$ cat src/rtl/alu_seq_divider.sv
// ---------------------------------------------------------------------------
// alu_seq_divider
//
// Multi-cycle unsigned restoring divider, the inverse of the ALU's 4x4
// multiply. It divides a DW-bit dividend by a VW-bit divisor and produces a
// DW-bit quotient and a VW-bit remainder. One quotient bit is resolved per
// enabled clock, so a non-zero divide takes DW enabled cycles after the start.
// A zero divisor skips the iterations and reports all-ones / low dividend bits
// with dz raised after a single enabled cycle.
//
// Ports:
//   clk       rising-edge clock
//   rst_n     synchronous active-low reset (clears state and results)
//   en        block enable; 0 freezes every register, including done
//   start     request pulse, accepted only in IDLE with en=1
//   dividend  numerator, captured on an accepted start
//   divisor   denominator, captured on an accepted start
//   busy      high from the accepted-start edge until the done edge
//   done      one-cycle (enabled-cycle) pulse when q/r/dz are valid
//   q         registered quotient, held until the next result or reset
//   r         registered remainder, held until the next result or reset
//   dz        divide-by-zero flag for the current result
// ---------------------------------------------------------------------------
module alu_seq_divider #(
  parameter int DW = 8,
  parameter int VW = 4
) (
  input  logic          clk,
  input  logic          rst_n,
  input  logic          en,
  input  logic          start,
  input  logic [DW-1:0] dividend,
  input  logic [VW-1:0] divisor,
  output logic          busy,
  output logic          done,
  output logic [DW-1:0] q,
  output logic [VW-1:0] r,
  output logic          dz
);

  localparam int CW = $clog2(DW + 1);

  typedef enum logic [1:0] {
    IDLE = 2'd0,
    CALC = 2'd1,
    DONE = 2'd2
  } state_t;

  state_t        state, state_nx;
  logic [CW-1:0] count, count_nx;
  logic [VW:0]   pr, pr_nx;
  logic [DW-1:0] sh, sh_nx;
  logic [VW-1:0] dvs, dvs_nx;
  logic          busy_nx, done_nx, dz_nx;
  logic [DW-1:0] q_nx;
  logic [VW-1:0] r_nx;

  logic [VW+1:0] rem_shift;
  logic [VW+1:0] trial;
  logic          trial_neg;
  logic [VW:0]   pr_step;
  logic [DW-1:0] sh_step;

  // One restoring-division step. The partial remainder is always below the
  // divisor, so after shifting in the next dividend bit it is below twice the
  // divisor and fits in VW+1 bits; the extra top bit of the trial difference
  // therefore acts as a clean borrow/sign bit. The shift register drains
  // dividend bits from the top while quotient bits fill in from the bottom,
  // so after DW steps it holds exactly the quotient.
  always_comb begin
    rem_shift = {pr, sh[DW-1]};
    trial     = rem_shift - {2'b00, dvs};
    trial_neg = trial[VW+1];
    if (trial_neg) begin
      pr_step = rem_shift[VW:0];
      sh_step = {sh[DW-2:0], 1'b0};
    end else begin
      pr_step = trial[VW:0];
      sh_step = {sh[DW-2:0], 1'b1};
    end
  end

  // Next-state and next-register logic. Everything defaults to holding so an
  // en=0 cycle freezes the block completely. A zero divisor goes straight
  // from IDLE to DONE with done still low; that first DONE cycle publishes
  // the divide-by-zero result, and the following one (with done high) returns
  // to IDLE. This keeps the zero path out of CALC entirely while still
  // giving a single-cycle done pulse.
  always_comb begin
    state_nx = state;
    count_nx = count;
    pr_nx    = pr;
    sh_nx    = sh;
    dvs_nx   = dvs;
    busy_nx  = busy;
    done_nx  = done;
    dz_nx    = dz;
    q_nx     = q;
    r_nx     = r;

    if (en) begin
      case (state)
        IDLE: begin
          if (start) begin
            dvs_nx   = divisor;
            sh_nx    = dividend;
            pr_nx    = '0;
            count_nx = '0;
            busy_nx  = 1'b1;
            if (divisor == '0) begin
              state_nx = DONE;
            end else begin
              state_nx = CALC;
            end
          end
        end

        CALC: begin
          pr_nx    = pr_step;
          sh_nx    = sh_step;
          count_nx = count + 1'b1;
          if (count == CW'(DW - 1)) begin
            q_nx     = sh_step;
            r_nx     = pr_step[VW-1:0];
            dz_nx    = 1'b0;
            done_nx  = 1'b1;
            busy_nx  = 1'b0;
            state_nx = DONE;
          end
        end

        DONE: begin
          if (!done) begin
            q_nx    = '1;
            r_nx    = sh[VW-1:0];
            dz_nx   = 1'b1;
            done_nx = 1'b1;
            busy_nx = 1'b0;
          end else begin
            done_nx  = 1'b0;
            state_nx = IDLE;
          end
        end

        default: begin
          state_nx = IDLE;
          busy_nx  = 1'b0;
          done_nx  = 1'b0;
        end
      endcase
    end
  end

  // State and datapath registers. Reset is synchronous and wins over en, so
  // an in-flight divide is discarded and the published result is cleared.
  always_ff @(posedge clk) begin
    if (!rst_n) begin
      state <= IDLE;
      count <= '0;
      pr    <= '0;
      sh    <= '0;
      dvs   <= '0;
      busy  <= 1'b0;
      done  <= 1'b0;
      dz    <= 1'b0;
      q     <= '0;
      r     <= '0;
    end else begin
      state <= state_nx;
      count <= count_nx;
      pr    <= pr_nx;
      sh    <= sh_nx;
      dvs   <= dvs_nx;
      busy  <= busy_nx;
      done  <= done_nx;
      dz    <= dz_nx;
      q     <= q_nx;
      r     <= r_nx;
    end
  end

endmodule

$ cat config.mk
export PLATFORM = sky130hd
export DESIGN_NAME = alu_seq_divider
export DESIGN_NICKNAME = d
export VERILOG_FILES = /design/src/rtl/alu_seq_divider.sv
export SDC_FILE = /design/constraint.sdc
export NUM_CORES = 1
export LEC_CHECK = 0
export ABC_AREA = 1
export CORE_UTILIZATION = 53
export CTS_CLUSTER_DIAMETER = 60
export DETAILED_ROUTE_END_ITERATION = 12
export PLACE_DENSITY = 0.86
export SYNTH_ARGS = -nofsm -noshare
export SYNTH_HDL_FRONTEND = slang
export SYNTH_SLANG_ARGS = --single-unit
$ cat constraint.sdc
create_clock -name clk -period 2.3 [get_ports clk]
set_clock_uncertainty 0.2 [all_clocks]
set_input_delay 0.46 -clock clk [delete_from_list [all_inputs] [get_ports clk]]
set_output_delay 0.46 -clock clk [all_outputs]
set_load 0.02 [all_outputs]
==> impl_metrics.py <==
metrics = {
    "min_path": {
        "hold_depth": 2,
        "worstHoldEndpoint": "dvs[2]",
        "hp-start": "dvs[2]",
        "hp-class": "register to register",
    },
    "clocking": {
        "cts_buffer_depth": 2,
        "cts-root-buf": "clkbuf_4",
        "cts_made_buffers": 5,
        "htreeDepth": 2,
        "clk-insertion-delay-late_ns": 0.36,
        "cts_resized": 0,
        "cts.hold.buffers_added": 0,
        "clk_pin_slew_ns": 0.12,
        "cts_setup_buffers": 0,
        "clock_sinks": 38,
        "cts_tree": "yes",
    },
    "worst_setup_path": {
        "reg2reg_depth": 10,
        "crit_top_cell": "nand2_1",
        "required_ns": 2.38,
        "r2r_start": "pr[1]",
        "start_kind": "register",
        "crit_path_top_delay_cell": "ha_1",
        "path_cells": "ha_1, inv_1, nand2_1, nand3_1, nand2_1, nand2_1, nand2_1, nand2_1, nand3_1, a21oi_1",
        "r2r_slack_ns": 0.30,
        "cp_max_fo": 6,
        "worstReg2RegEnd": "pr[1]",
        "worst_path_largest_cell_delay_ns": 0.37,
        "worstSetupPathType": "register to register",
        "crit_path_end_kind": "register",
        "arrival_ns": 2.08,
    },
    "cells_and_area": {
        "multi_input_area_um2": 1010,
        "nets": 337,
        "drive_above_1_share_pct": 6.09,
        "utilization_pct": 69.5,
        "syn2layout_area_growth_pct": 22.5,
        "mostFrequentLayoutCells": "nand2_1 (87), dfxtp_1 (38), inv_1 (31)",
        "num_antenna_cells": 0,
        "layout_commonest_cell": "nand2_1",
        "nFillCells": 279,
        "layout.area.seq_um2": 761,
    },
    "power": {
        "power.share.clock_pct": 31.1,
        "power.leakage_nw": 1.01,
        "p_int_w": 0.00108,
        "p_sw_w": 0.000459,
        "ir_worst_vdd_v": 0.000511,
        "seq_power_share_pct": 46.6,
        "power_frac_comb_pct": 22.3,
        "pwr_density_cell_nw_per_um2": 650,
        "power.share.switching_pct": 29.7,
    },
    "routing": {
        "drt-initial-drc-count": 169,
        "firstDrtPassIters": 5,
        "drt-total-wl_um": 4400,
        "antenna_left": 0,
        "drc_errors": 0,
        "avgViaCountPerCell": 5.37,
        "routedWlPerCell_um": 12.3,
        "vias": 1922,
    },
    "yosys": {
        "yosys_warnings": 0,
        "synth_area_leaders": "dfxtp_1 (39%), nand2_1 (17%), a21oi_1 (7.8%)",
        "ys_seq_area_share_pct": 39.3,
        "synthArstFlopShare_pct": 0,
        "syn_area_um2": 1940,
        "syn-num-nets": 303,
        "avgSynthCellArea_um2": 6.97,
        "synth_top_area_share_pct": 39.3,
        "ys.flop_type": "dfxtp_1",
        "ys_ff_latch": 38,
        "yosysTopAreaCell": "dfxtp_1",
        "synthCells": 278,
        "synth_edf_count": 0,
        "ys_types": 25,
    },
    "global_routing": {
        "grtUsageMet2_pct": 41.3,
        "grt_max_degree": 22,
        "grt_first_pass_wirelength_um": 7900,
        "gr-usage-met3_pct": 6.02,
        "grtUsageTotal_pct": 25.4,
        "overflow": 0,
        "use_met1_pct": 32.0,
        "first_global_vias": 1741,
        "grt_antenna_before_repair": 0,
        "grt_busiest_layer": "met2",
    },
    "sta": {
        "hold_violations": 0,
        "max_freq_ghz": 0.499,
        "slew_violations": 0,
        "tightest_slew_ns": 0.723,
        "slew_headroom_pct": 51.7,
        "final.setup.tns_ns": 0,
        "finalCritPeriodShare_pct": 87.1,
        "rsz0062_at_grt": "no",
        "period_needed_ns": 2.00,
        "finalSetupViolations": 0,
    },
    "die": {
        "fp.dieH_um": 62.5,
        "io_pins": 31,
        "die_w_um": 62.5,
        "initial_utilization_pct": 56.7,
        "core_area_um2": 3420,
        "num_rows": 21,
        "die_area_um2": 3900,
    },
    "placed_design": {
        "io_buffers": 30,
        "gp_congestion": 0.854,
        "hpwl_um": 3200,
    },
    "run_status": {
        "outcome": "completed",
    },
    "job": {
        "drv_cap": 0,
    },
}
## cell usage after synthesis, types with 2 or more instances
master,n
dfxtp_1,38
inv_1,31
o21ai_2,2
nand3_1,23
o21ai_0,19
nand2_1,87
ha_1,8
xor2_1,2
nand3b_1,2
a21oi_1,30
a31oi_1,7
clkbuf_1,6
nor2_1,11
## layer usage
layer / wire, um / up-vias
met4: 97 / 0
met5: 0 / -
li1: - / 970
met3: 270 / 13
met1: 1900 / 881
met2: 2130 / 58
## flip-flops by register name (all words and copies together), names as in the netlist
name / flops
dvs: 4
state: 2
busy: 1
r: 4
q: 8
sh: 8
dz: 1
done: 1
pr: 5
count: 4
## critical path, delay by kind of cell, from the launching register on
family,cells,cell delay [ns]
DFF,1,0.36
adders and majority gates,1,0.37
AOI/OAI and AO/OA,1,0.15
buffers and inverters,1,0.08
and+or+nand+nor,7,0.78
## cells by family after synthesis
group	synth area share [%]
and+or+nand+nor	26.9
DFF	39.3
buffers and inverters	8.33
AOI/OAI and AO/OA	17.9
adders and majority gates	6.20
xor gates and xnor gates	1.36
## through the flow
step / area, um2 / setup WS [ns] / power (W) / hold WS, ns / std cells
floorplan: 1940 / 0.584 / 0.000962 / 0.233 / 278
global placement: 2290 / 0.199 / 0.00106 / 0.248 / 351
detailed placement: 2290 / 0.109 / 0.00107 / 0.255 / 351
CTS: 2370 / 0.307 / 0.00154 / 0.271 / 358
global route: 2370 / 0.107 / 0.00162 / 0.300 / 358
finish: 2370 / 0.296 / 0.00154 / 0.265 / 358
## area by class of cell
cell class,instances,area share [%]
repair buffers,35,14.2
clock buffers,6,2.16
multi-input cells,200,42.8
clock inverters,1,1.27
flip-flops and latches,38,32.1
inverters,32,5.06
well taps,46,2.43
## how the worst max path moves through the flow
stage          startpoint    end  slack [ns]  depth (start not counted)
2_1_floorplan      dvs[2]  pr[3]        0.58                         11
3_3_place_gp           en  sh[5]        0.20                          8
3_5_place_dp           en  sh[1]        0.11                          8
4_1_cts             pr[1]  pr[1]        0.31                         10
5_1_grt             sh[7]  pr[1]        0.11                         12
6_report            pr[1]  pr[1]        0.30                         10
## power groups by stage
stage                     Combinational [W]  Clock (W)  Sequential, W
after floorplan                    0.000221          0       0.000741
after global placement             0.000330          0       0.000731
after CTS                          0.000342   0.000479       0.000718
final                              0.000343   0.000481       0.000719
after detailed placement           0.000339          0       0.000733
after global routing               0.000390   0.000509       0.000724
Note: power is estimated with default switching activity, not from simulation.
